<file path="config.mk">
export PLATFORM = sky130hd
export DESIGN_NAME = hc595_rx
export DESIGN_NICKNAME = d
export VERILOG_FILES = /design/src/rtl/hc595_rx.sv
export SDC_FILE = /design/constraint.sdc
export NUM_CORES = 1
export LEC_CHECK = 0
export BUFFER_PORTS_ARGS = -buffer_cell sky130_fd_sc_hd__clkbuf_2
export CAP_MARGIN = 10
export CORE_MARGIN = 3
export CORE_UTILIZATION = 45
export DETAILED_ROUTE_END_ITERATION = 10
export PLACE_DENSITY_LB_ADDON = 0.12
export SLEW_MARGIN = 40
export SYNTH_ARGS = -nofsm -noshare
export SYNTH_HDL_FRONTEND = slang
export SYNTH_SLANG_ARGS = --single-unit
</file>
<file path="constraint.sdc">
create_clock -name sys_clk -period 1.4 [get_ports sys_clk]
set_input_delay 0.07 -clock sys_clk [delete_from_list [all_inputs] [get_ports sys_clk]]
set_output_delay 0.07 -clock sys_clk [all_outputs]
set_load 0.005 [all_outputs]
</file>
<file path="src/rtl/hc595_rx.sv">
// hc595_rx: serial-to-parallel receiver for a 74HC595-style three-wire link.
// ds/shcp/stcp/oe are synchronized into sys_clk; each shcp rise shifts one bit
// in LSB-first, each stcp rise latches the frame and pulses frame_vld.
// Optional build macro HC595_RX_FRAME_CHK_EN adds a bit counter and frame_err
// (pulses when a latch does not follow exactly DATA_W shifts).
module hc595_rx #(
    parameter int SEG_W = 8,
    parameter int SEL_W = 6
) (
    input  logic             sys_clk,
    input  logic             sys_rst_n,
    input  logic             ds,
    input  logic             shcp,
    input  logic             stcp,
    input  logic             oe,
    output logic [SEG_W-1:0] seg,
    output logic [SEL_W-1:0] sel,
    output logic             frame_vld,
    output logic             frame_err
);

    localparam int DATA_W = SEG_W + SEL_W;

    // synchronizer stages; s3 is only kept where an edge or the oe delay needs it
    logic r_ds_s1, r_ds_s2;
    logic r_shcp_s1, r_shcp_s2, r_shcp_s3;
    logic r_stcp_s1, r_stcp_s2, r_stcp_s3;
    logic r_oe_s1, r_oe_s2, r_oe_s3;

    logic [DATA_W-1:0] r_sr;
    logic [DATA_W-1:0] r_st;
    logic              r_vld_p;

    logic w_shcp_rise;
    logic w_stcp_rise;

    assign w_shcp_rise = r_shcp_s2 & ~r_shcp_s3;
    assign w_stcp_rise = r_stcp_s2 & ~r_stcp_s3;

    // bring the asynchronous link lines into the sys_clk domain
    always_ff @(posedge sys_clk or negedge sys_rst_n) begin
        if (!sys_rst_n) begin
            r_ds_s1   <= 1'b0;
            r_ds_s2   <= 1'b0;
            r_shcp_s1 <= 1'b0;
            r_shcp_s2 <= 1'b0;
            r_shcp_s3 <= 1'b0;
            r_stcp_s1 <= 1'b0;
            r_stcp_s2 <= 1'b0;
            r_stcp_s3 <= 1'b0;
            r_oe_s1   <= 1'b0;
            r_oe_s2   <= 1'b0;
            r_oe_s3   <= 1'b0;
        end else begin
            r_ds_s1   <= ds;
            r_ds_s2   <= r_ds_s1;
            r_shcp_s1 <= shcp;
            r_shcp_s2 <= r_shcp_s1;
            r_shcp_s3 <= r_shcp_s2;
            r_stcp_s1 <= stcp;
            r_stcp_s2 <= r_stcp_s1;
            r_stcp_s3 <= r_stcp_s2;
            r_oe_s1   <= oe;
            r_oe_s2   <= r_oe_s1;
            r_oe_s3   <= r_oe_s2;
        end
    end

    // shift on shcp rise; latch on stcp rise (pre-shift value when both rise)
    always_ff @(posedge sys_clk or negedge sys_rst_n) begin
        if (!sys_rst_n) begin
            r_sr    <= {DATA_W{1'b0}};
            r_st    <= {DATA_W{1'b0}};
            r_vld_p <= 1'b0;
        end else begin
            if (w_shcp_rise) begin
                r_sr <= {r_ds_s2, r_sr[DATA_W-1:1]};
            end else begin
                r_sr <= r_sr;
            end
            if (w_stcp_rise) begin
                r_st <= r_sr;
            end else begin
                r_st <= r_st;
            end
            r_vld_p <= w_stcp_rise;
        end
    end

    // registered parallel outputs; oe uses one extra stage to match data latency
    always_ff @(posedge sys_clk or negedge sys_rst_n) begin
        if (!sys_rst_n) begin
            seg       <= {SEG_W{1'b0}};
            sel       <= {SEL_W{1'b0}};
            frame_vld <= 1'b0;
        end else begin
            if (r_oe_s3) begin
                seg <= {SEG_W{1'b0}};
                sel <= {SEL_W{1'b0}};
            end else begin
                seg <= r_st[DATA_W-1:SEL_W];
                sel <= r_st[SEL_W-1:0];
            end
            frame_vld <= r_vld_p;
        end
    end

`ifdef HC595_RX_FRAME_CHK_EN
    logic [4:0] r_bit_cnt;
    logic       r_err_p;
    logic       r_frame_err;

    // count shifts since the last latch; a shift coinciding with a latch
    // belongs to the next frame, so the count restarts at one
    always_ff @(posedge sys_clk or negedge sys_rst_n) begin
        if (!sys_rst_n) begin
            r_bit_cnt   <= 5'd0;
            r_err_p     <= 1'b0;
            r_frame_err <= 1'b0;
        end else begin
            if (w_stcp_rise && w_shcp_rise) begin
                r_bit_cnt <= 5'd1;
            end else if (w_stcp_rise) begin
                r_bit_cnt <= 5'd0;
            end else if (w_shcp_rise && (r_bit_cnt != 5'd31)) begin
                r_bit_cnt <= r_bit_cnt + 5'd1;
            end else begin
                r_bit_cnt <= r_bit_cnt;
            end
            r_err_p     <= w_stcp_rise && (r_bit_cnt != 5'(DATA_W));
            r_frame_err <= r_err_p;
        end
    end

    assign frame_err = r_frame_err;
`else
    assign frame_err = 1'b0;
`endif

endmodule
</file>
==> flow_metrics.tcl <==
set metrics [dict create \
    synth_area_leaders "dfrtp_1, mux2_2, mux2_4" \
    cts_tree "done" \
    skew_ns 0.00696 \
    drtPass1Iterations 4 \
    regArea_sq_um 1380 \
    leakagePower_nw 1.07 \
    area_growth_pct 15.8 \
    cts.sinks 55 \
    grt_usage_pct 11.4 \
    startpoint_type "register" \
    synthCells 105 \
    peakVddDrop_uv 830 \
    hold_violations 0 \
    setup_violations 0 \
    clk_path_buf_depth 2 \
    drive_gt1_share_pct 43.3 \
    portBuffers 20 \
    rsz0062_at_grt "no" \
    arrival_ns 1.33 \
    critPathRequiredTime_ns 1.59 \
    ctsHtreeMaxLevel 2 \
    num_io_pins 22 \
    grt_max_degree 56 \
    ys_seq_elements 55 \
    routed_wl_um 2400 \
    fin_hold_ws_ns 0.291 \
    clk_latency_ns 0.30 \
    period_minus_slack_ns 1.14 \
    gp_congestion 0.676 \
    synth_top_area_share_pct 72.5 \
    synth_area_per_cell_sq_um 18.1 \
    post_cts_buffers 0 \
    status "completed" \
    async_flop_share_pct 100 \
    dieArea_sq_um 5030 \
    tns_ns 0 \
    die_width_um 70.9 \
    synth_area_sq_um 1900 \
    gr-total-overflow 0 \
    fillers 325 \
    cp_cell_sequence "nor2b_4 > buf_12 > mux2_2" \
    viasPerCell 4.71 \
    critPathMaxFanout 15 \
    end_kind "register" \
    cpMaxStageDelayCell "dfrtp_1" \
    synth_top_area_cell "dfrtp_1" \
    cap_violations 0 \
    hp-class "input port to async pin" \
    cts-buffers-inserted 5 \
    synth-seq-area-share_pct 72.5 \
    drc 0 \
    clkTransAtPathRegs_ns 0.09 \
    synth_common_cells "dfrtp_1, mux2_2, nor2b_1, mux2_4, buf_6" \
    start_util_pct 49.3 \
    max_freq_mhz 877 \
    final_antenna_net_count 0 \
    cts_resized 0 \
    powerDensity_nw_per_um2 1800 \
    cts_root_buf "clkbuf_8" \
    ys.flop_type "dfrtp_1" \
    vias 857 \
    nets 140 \
    period_share_pct 81.4 \
    crit_type "register to register" \
    ys_types 11 \
    grt_pass1_wl_um 4330 \
    synth_most_common_cell "dfrtp_1" \
    fp-row-count 22 \
    antenna_found_initial 0 \
    grt_pass1_vias 923 \
    antennaDiodeCount 0 \
    coreArea_sq_um 3850 \
    synth_edf_count 0 \
    synth_nets 111 \
    slowest_delay_ns 0.40 \
    drv_slew 0 \
    drt_iter0_markers 56 \
    avgRoutedWirePerCell_um 13.2 \
    multiInputGateArea_sq_um 468 \
    fp.dieH_um 70.9 \
    synth.yosys.warnings 0 \
]
-- cell families after synthesis --
logic type	Yosys count	synth area share, %
other cells	1	0.198
simple gates	16	6.06
flops	55	72.5
mux	28	18.4
buf+inv	5	2.83
-- critical path: cells and delay by family (launching register included) --
kind	cells	cell delay, ns
buffers and inverters	1	0.16
muxes	1	0.34
DFF	1	0.40
and+or+nand+nor	1	0.13
-- placed cells by master (no fill, tap or decap), types with 2 or more instances in the layout --
cell type,Yosys,final
clkbuf_8,0,5
mux2_4,9,9
mux2_2,19,19
nor2b_1,14,14
dfrtp_1,55,55
dlygate4sd3_1,0,5
buf_12,1,2
clkbuf_2,0,20
-- timing repair --
action	4_1_cts	5_1_grt
hold buffers	5	0
endpoints found under the hold margin	59	0
endpoints found under the setup margin	0	0
-- through the flow --
step                      power [W]  utilization, %  instances  setup slack (ns)  area [sq um]
final                       0.00394            57.0        182             0.260          2200
after global routing        0.00419            57.0        182             0.216          2200
after CTS                   0.00401            57.0        182             0.244          2200
after detailed placement    0.00302            53.1        170             0.253          2040
after global placement      0.00298            53.1        170             0.274          2040
after floorplan             0.00276               -        105             0.259          1900
-- final timing paths --
check	start	to	slack [ns]	depth (start not counted)
hold reg to reg	r_shcp_s1	r_shcp_s2	0.35	0
setup / recovery	r_stcp_s3	r_st[0]	0.26	3
max in group asynchronous	sys_rst_n	sel[5]	0.86	3
setup reg to reg	r_stcp_s3	r_st[0]	0.26	3
min in group sys_clk	r_shcp_s1	r_shcp_s2	0.35	0
hold / removal	sys_rst_n	frame_vld	0.29	3
-- layer usage --
layer	share of wire, %	vias up	global-route usage (%)	wire length, um
met5	0	-	0	0
met4	2.5	0	6.89	59
met3	4.8	7	3.41	116
met2	51	22	18.3	1220
met1	42	430	13.4	1010
li1	-	398	-	-
-- area by class of cell --
cell class,instances,area share (%)
Clock buffer,6,3.30
Clock inverter,1,1.37
Multi-Input combinational cell,45,21.3
Sequential cell,55,62.6
Tap cell,48,2.73
Timing Repair Buffer,27,8.66
-- power breakdown --
group / internal (W) / switching (W) / total (W)
combinational: 0.000493 / 0.000195 / 0.000688
clock: 0.000524 / 0.000449 / 0.000973
sequential: 0.00204 / 0.000239 / 0.00228
total: 0.00306 / 0.000883 / 0.00394
-- state kept, by name, summed over array words and instances, names as in the netlist, 6 cells and up --
signal and flops:
r_st 14, seg 8, r_sr 14, sel 6
(Power assumes the default switching activity.)
